===== src/rtl/uart_pkg.sv =====
// Shared UART definitions: arbiter FSM states, default byte width and the
// register map used by the UART core.
package uart_pkg;

  typedef enum logic [0:0] {
    IDLE = 1'b0,
    LOCK = 1'b1
  } arb_state_e;

  localparam int unsigned DataWDefault = 8;

  localparam logic [7:0] UartTxDataAddr = 8'h00;
  localparam logic [7:0] UartRxDataAddr = 8'h04;
  localparam logic [7:0] UartStatusAddr = 8'h08;
  localparam logic [7:0] UartCtrlAddr   = 8'h0C;
  localparam logic [7:0] UartBaudAddr   = 8'h10;

endpackage


===== src/rtl/uart_tx_arbiter_if.sv =====
// Requester streams and TX FIFO write side of the UART transmit arbiter.
// The arbiter takes the slave view; whoever drives the requesters takes master.
interface uart_tx_arbiter_if #(
    parameter int unsigned NUM_REQ = 4,
    parameter int unsigned DATA_W  = 8
);

    logic                      enable_i;
    logic [NUM_REQ-1:0]        req_valid_i;
    logic [NUM_REQ*DATA_W-1:0] req_data_i;
    logic [NUM_REQ-1:0]        req_last_i;
    logic [NUM_REQ-1:0]        req_ready_o;
    logic                      fifo_full_i;
    logic                      fifo_push_o;
    logic [DATA_W-1:0]         fifo_wdata_o;
    logic [NUM_REQ-1:0]        grant_o;
    logic                      busy_o;

    modport master (
        output enable_i, req_valid_i, req_data_i, req_last_i, fifo_full_i,
        input  req_ready_o, fifo_push_o, fifo_wdata_o, grant_o, busy_o
    );

    modport slave (
        input  enable_i, req_valid_i, req_data_i, req_last_i, fifo_full_i,
        output req_ready_o, fifo_push_o, fifo_wdata_o, grant_o, busy_o
    );

endinterface


===== src/rtl/rr_pick.sv =====
// Combinational round-robin picker: first set bit of valid at or above start,
// wrapping at N. Works for any N, not only powers of two.
module rr_pick #(
    parameter int unsigned N    = 4,
    parameter int unsigned IdxW = (N > 1) ? $clog2(N) : 1
) (
    input  logic [N-1:0]    valid,
    input  logic [IdxW-1:0] start,
    output logic [N-1:0]    onehot,
    output logic [IdxW-1:0] idx,
    output logic            found
);

    always_comb begin
        int unsigned pos;
        onehot = '0;
        idx    = '0;
        found  = 1'b0;
        pos    = 0;
        for (int unsigned i = 0; i < N; i++) begin
            pos = 32'(start) + i;
            if (pos >= N) begin
                pos = pos - N;
            end
            if (!found && valid[pos]) begin
                found       = 1'b1;
                idx         = IdxW'(pos);
                onehot[pos] = 1'b1;
            end
        end
    end

endmodule


===== src/rtl/uart_tx_arbiter.sv =====
// Round-robin, burst-locked arbiter sharing the UART TX FIFO push port between
// NUM_REQ byte streams, with one registered output stage in front of the FIFO.
module uart_tx_arbiter
    import uart_pkg::*;
#(
    parameter int unsigned NUM_REQ   = 4,
    parameter int unsigned DATA_W    = DataWDefault,
    parameter int unsigned MAX_BURST = 16
) (
    input  logic              clk_i,
    input  logic              rst_ni,
    uart_tx_arbiter_if.slave  bus
);

    localparam int unsigned IdxW = (NUM_REQ > 1) ? $clog2(NUM_REQ) : 1;
    localparam int unsigned CntW = $clog2(MAX_BURST + 1);

    arb_state_e         state_q, state_d;
    logic [IdxW-1:0]    owner_q, owner_d;
    logic [IdxW-1:0]    rr_ptr_q, rr_ptr_d;
    logic [NUM_REQ-1:0] grant_q, grant_d;
    logic [CntW-1:0]    burst_cnt_q, burst_cnt_d;
    logic               out_valid_q, out_valid_d;
    logic [DATA_W-1:0]  out_data_q, out_data_d;

    logic [NUM_REQ-1:0] pick_onehot;
    logic [IdxW-1:0]    pick_idx;
    logic               pick_found;
    logic               ready;
    logic               accept;
    logic               push;
    logic               last_beat;

    rr_pick #(
        .N    (NUM_REQ),
        .IdxW (IdxW)
    ) u_rr_pick (
        .valid  (bus.req_valid_i),
        .start  (rr_ptr_q),
        .onehot (pick_onehot),
        .idx    (pick_idx),
        .found  (pick_found)
    );

    always_comb begin
        state_d     = state_q;
        owner_d     = owner_q;
        rr_ptr_d    = rr_ptr_q;
        grant_d     = grant_q;
        burst_cnt_d = burst_cnt_q;
        out_data_d  = out_data_q;
        ready       = 1'b0;
        accept      = 1'b0;
        last_beat   = 1'b0;
        push        = out_valid_q && !bus.fifo_full_i;
        // A push drains the stage; an accept in the same cycle refills it.
        out_valid_d = out_valid_q && !push;

        unique case (state_q)
            IDLE: begin
                if (bus.enable_i && pick_found) begin
                    owner_d = pick_idx;
                    grant_d = pick_onehot;
                    state_d = LOCK;
                end
            end
            LOCK: begin
                ready  = !out_valid_q || !bus.fifo_full_i;
                accept = ready && bus.req_valid_i[owner_q];
                if (accept) begin
                    out_data_d  = bus.req_data_i[owner_q*DATA_W +: DATA_W];
                    out_valid_d = 1'b1;
                    last_beat   = bus.req_last_i[owner_q] ||
                                  (burst_cnt_q == CntW'(MAX_BURST - 1));
                    if (last_beat) begin
                        state_d     = IDLE;
                        grant_d     = '0;
                        burst_cnt_d = '0;
                        rr_ptr_d    = (owner_q == IdxW'(NUM_REQ - 1)) ? '0
                                                                      : owner_q + IdxW'(1);
                    end else begin
                        burst_cnt_d = burst_cnt_q + CntW'(1);
                    end
                end
            end
            default: state_d = IDLE;
        endcase
    end

    always_ff @(posedge clk_i or negedge rst_ni) begin
        if (!rst_ni) begin
            state_q     <= IDLE;
            owner_q     <= '0;
            rr_ptr_q    <= '0;
            grant_q     <= '0;
            burst_cnt_q <= '0;
            out_valid_q <= 1'b0;
            out_data_q  <= '0;
        end else begin
            state_q     <= state_d;
            owner_q     <= owner_d;
            rr_ptr_q    <= rr_ptr_d;
            grant_q     <= grant_d;
            burst_cnt_q <= burst_cnt_d;
            out_valid_q <= out_valid_d;
            out_data_q  <= out_data_d;
        end
    end

    always_comb begin
        bus.req_ready_o          = '0;
        bus.req_ready_o[owner_q] = ready;
    end

    assign bus.fifo_push_o  = push;
    assign bus.fifo_wdata_o = out_data_q;
    assign bus.grant_o      = grant_q;
    assign bus.busy_o       = (state_q == LOCK) || out_valid_q;

endmodule

===== src/flat_wrapper.sv =====
// flat-port wrapper written by rule: the top's interface ports become plain ports
module uart_tx_arbiter_flat import uart_pkg::*;
#(
    parameter int unsigned NUM_REQ   = 4,
    parameter int unsigned DATA_W    = DataWDefault,
    parameter int unsigned MAX_BURST = 16
)
  (clk_i, rst_ni, bus_enable_i, bus_req_valid_i, bus_req_data_i, bus_req_last_i, bus_fifo_full_i, bus_req_ready_o, bus_fifo_push_o, bus_fifo_wdata_o, bus_grant_o, bus_busy_o);
  uart_tx_arbiter_if #(.NUM_REQ(NUM_REQ), .DATA_W(DATA_W)) bus_i ();
  input  logic clk_i;
  input  logic rst_ni;
  input wire logic [$bits(bus_i.enable_i)-1:0] bus_enable_i;
  input wire logic [$bits(bus_i.req_valid_i)-1:0] bus_req_valid_i;
  input wire logic [$bits(bus_i.req_data_i)-1:0] bus_req_data_i;
  input wire logic [$bits(bus_i.req_last_i)-1:0] bus_req_last_i;
  input wire logic [$bits(bus_i.fifo_full_i)-1:0] bus_fifo_full_i;
  output wire logic [$bits(bus_i.req_ready_o)-1:0] bus_req_ready_o;
  output wire logic [$bits(bus_i.fifo_push_o)-1:0] bus_fifo_push_o;
  output wire logic [$bits(bus_i.fifo_wdata_o)-1:0] bus_fifo_wdata_o;
  output wire logic [$bits(bus_i.grant_o)-1:0] bus_grant_o;
  output wire logic [$bits(bus_i.busy_o)-1:0] bus_busy_o;
  assign bus_i.enable_i = bus_enable_i;
  assign bus_i.req_valid_i = bus_req_valid_i;
  assign bus_i.req_data_i = bus_req_data_i;
  assign bus_i.req_last_i = bus_req_last_i;
  assign bus_i.fifo_full_i = bus_fifo_full_i;
  assign bus_req_ready_o = bus_i.req_ready_o;
  assign bus_fifo_push_o = bus_i.fifo_push_o;
  assign bus_fifo_wdata_o = bus_i.fifo_wdata_o;
  assign bus_grant_o = bus_i.grant_o;
  assign bus_busy_o = bus_i.busy_o;
  uart_tx_arbiter #(.NUM_REQ(NUM_REQ), .DATA_W(DATA_W), .MAX_BURST(MAX_BURST)) u_core (.clk_i(clk_i), .rst_ni(rst_ni), .bus(bus_i));
endmodule

===== config.mk =====
export PLATFORM = sky130hd
export DESIGN_NAME = uart_tx_arbiter_flat
export DESIGN_NICKNAME = d
export VERILOG_FILES = /design/src/rtl/uart_pkg.sv /design/src/rtl/uart_tx_arbiter_if.sv /design/src/rtl/rr_pick.sv /design/src/rtl/uart_tx_arbiter.sv /design/src/flat_wrapper.sv
export SDC_FILE = /design/constraint.sdc
export NUM_CORES = 1
export LEC_CHECK = 0
export ABC_AREA = 1
export CORE_MARGIN = 10
export CORE_UTILIZATION = 49
export CTS_CLUSTER_SIZE = 10
export DETAILED_ROUTE_END_ITERATION = 6
export GPL_TIMING_DRIVEN = 0
export PLACE_DENSITY = 0.86
export SETUP_SLACK_MARGIN = 0.1
export SYNTH_ARGS = -nofsm -noshare
export SYNTH_HDL_FRONTEND = slang
export SYNTH_SLANG_ARGS = --single-unit

===== constraint.sdc =====
create_clock -name clk_i -period 2.5 [get_ports clk_i]
set_input_delay 0.625 -clock clk_i [delete_from_list [all_inputs] [get_ports clk_i]]
set_output_delay 0.625 -clock clk_i [all_outputs]
set_load 0.1 [all_outputs]

==> qor.csv <==
stage,metric,value,unit
worst_setup_path,rr_worst_depth,10,
detailed_routing,wl,5.17,mm
outcome,run_status,"finished, final reports clean",
synth,muxShareOfSynthArea,0,%
worst_setup_path,worstSetupPathType,input pin to output pin,
clock_network,tritoncts,yes,
synth,ys_seq_elements,23,
clock_network,clkTransAtPathRegs,120,ps
worst_setup_path,cp_max_fo,2,
synth,synthAdderAreaFrac,7.05,%
timing,fin_crit_sh,93.9,%
final_layout,nets,371,
pwr,p_leak,1.16,nW
die,start_util,51.9,%
detailed_routing,antenna_left,0,
die,die_area,0.00643,mm^2
timing,fin_ws,153,ps
die,fp.dieW,80.2,um
timing,slew_headroom,31.8,%
timing,rsz0062_at_grt,yes,
global_route,grt_pass1_wl,8.83,mm
synth,synth_ff_type,dfrtp_1,
clock_network,cts_hold_buf,0,
clock_network,h-tree-depth,1,
clock_network,cts.sinks,23,
detailed_routing,dr.pass1.iters,4,
die,dieHeight,80.2,um
pwr,irDropWorstVdd,0.751,mV
global_route,grt_max_degree,24,
synth,synth_edf_count,0,
detailed_routing,vias_per_cell,5.22,
synth,synth_top_family_by_area,simple AND/OR/NAND/NOR gates,
timing,final_hold_viol_count,0,
clock_network,cts-root-buf,clkbuf_4,
worst_setup_path,crit_start,bus_fifo_full_i,
die,num_io_pins,62,
synth,synth-simple-area-share,36.7,%
synth,yosysSeqAreaShare,32.4,%
detailed_routing,drc_errors,0,
place,gp_congestion,0.840,
global_route,grt_pass1_vias,1836,
global_route,antenna_found_initial,0,
place,pre_cts_slack,-877,ps
die,coreArea,0.00342,mm^2
clock_network,worstSkewPairLatency,310,ps
detailed_routing,vias,1889,
worst_setup_path,critPathCaptureType,output pin,
final_layout,drive_above_1_share,14.2,%
die,rows,21,
timing,slew_viol_final,0,
synth,yosys.area.top_type,dfrtp_1,
synth,ys_async_sr_fraction,100,%
worst_setup_path,reg2reg_slack,490,ps
clock_network,cts_inserted_buffers,3,
worst_setup_path,r2r-start,u_core.rr_ptr_q[0],
final_layout,syn2layout_area_growth,40.1,%
detailed_routing,drtIter0Drc,177,
place,port_buffers,61,
clock_network,cts_buffer_depth,2,
worst_setup_path,worstPathRequired,1880,ps
synth,syn_inst,252,
timing,max_freq,426,MHz
timing,setup_viol,0,
final_layout,diodes,0,
worst_setup_path,crit_end,bus_fifo_push_o,
place,dpl_cell_area,0.00245,mm^2
final_layout,final_cells,362,
synth,syn_area_per_cell,7.04,um^2
synth,yosysUniqueCellTypes,28,
clock_network,cts_setup_buffers,0,
timing,tightest_slew,1020,ps
synth,synth_top_cell_area_share,32.4,%
timing,min_period,2350,ps
timing,skew,6.37,ps
place,hpwlAfterDp,4.16,mm
worst_setup_path,critPathArrivalTime,1720,ps
global_route,groute.usage.overall,16.6,%
detailed_routing,wl_per_cell,14.3,um
synth,syn-cell-area,0.00177,mm^2
place,dp.cells,359,
final_layout,final_cell_area,0.00248,mm^2
worst_hold_path,hp-class,flip-flop to flip-flop,
pwr,p_per_area,1510,mW/mm^2
synth,syn-num-nets,306,
synth,synth_compound_area_share,15.9,%
synth,synth_xor_area_share,0.494,%
synth,yosys_warnings,0,
synth,synth_area_leaders,"dfrtp_1, nor2_1, nand2_1",
flow_run,drv_cap,0,
worst_setup_path,rr_endpoint,u_core.bus.grant_o[3],
final_layout,mostFrequentLayoutCells,"nand2_1, nor2_1, clkdlybuf4s50_1",
worst_setup_path,worstSetupStartpointType,input pin,
global_route,gr-total-overflow,0,
-- per-layer routing --
metal	up-vias	GRT usage, %	routed length [um]
met4	0	4.23	72
met3	6	4.79	391
met5	-	0	0
met1	861	20.9	2180
met2	59	27.0	2520
li1	963	-	-
-- final cells by class --
type                    instances  area, um^2
fillers                       259         931
inverters                      22        82.6
well taps                      46        57.6
multi-input cells             198        1080
repair buffers                 61         608
plain buffers                   8        52.6
flip-flops and latches         23         577
clock buffers                   4        26.3
-- how the worst min path moves through the flow --
| stage | depth (start not counted) | slack [ps] | startpoint | endpoint |
|---|---|---|---|---|
| after CTS | 1 | 520 | u_core.burst_cnt_q[0] | u_core.burst_cnt_q[0] |
| after global routing | 1 | 540 | u_core.burst_cnt_q[0] | u_core.burst_cnt_q[0] |
| after detailed placement | 2 | 500 | u_core.bus.grant_o[2] | u_core.bus.grant_o[2] |
| final | 2 | 520 | u_core.bus.grant_o[1] | u_core.bus.grant_o[1] |
| after floorplan | 0 | 330 | rst_ni | u_core.burst_cnt_q[0] |
| after global placement | 2 | 480 | u_core.out_valid_q | u_core.out_valid_q |
-- synthesized netlist by cell type (2+ instances only) --
cell and number:
dfrtp_1 23, nor2_1 50, nand2_2 7, nand2_4 2, inv_2 7, buf_2 7, nand4_1 5, o21ai_1 5
nand3_4 2, nand2_1 46, inv_1 15, a21boi_0 4, a31oi_1 8, o21ai_0 16, ha_1 10, a21oi_1 10
nand3_1 24
-- per-stage QoR --
step	TNS [ps]	total power, mW	hold WS (ps)	utilization, %
after floorplan	-610	2.92	329	-
after detailed placement	-3730	3.60	500	71.7
after global placement	-3680	3.56	482	71.7
after global routing	0	4.04	545	72.7
after CTS	0	3.70	524	72.1
final	0	3.76	524	72.7
-- worst max-delay path: stages --
cell	delay, ps
clkdlybuf4s50_1	440
nor2_2	110
clkdlybuf4s15_2	550
-- registers in the layout (all words and copies together), names as in the netlist --
name and count:
u_core.rr_ptr_q 2, u_core.bus.grant_o 4, u_core.bus.fifo_wdata_o 8, u_core.out_valid_q 1, u_core.burst_cnt_q 5, u_core.state_q 1
u_core.owner_q 2
-- cell families after synthesis --
group,after synthesis
and+or+nand+nor,139
buffers and inverters,31
AOI/OAI and AO/OA,48
xor gates and xnor gates,1
adders and majority gates,10
DFF,23
-- what timing repair did --
item,in CTS,in global routing
resized for setup,44,8
endpoints found under the hold margin,0,0
pin swaps,0,0
endpoints found under the setup margin,18,4
-- power breakdown --
| group | total, mW | internal (mW) | switching (mW) |
|---|---|---|---|
| Sequential | 0.678 | 0.543 | 0.135 |
| Clock | 0.173 | 0.0622 | 0.111 |
| Combinational | 2.90 | 0.791 | 2.11 |
No activity file was read; power rests on OpenSTA's default activity.
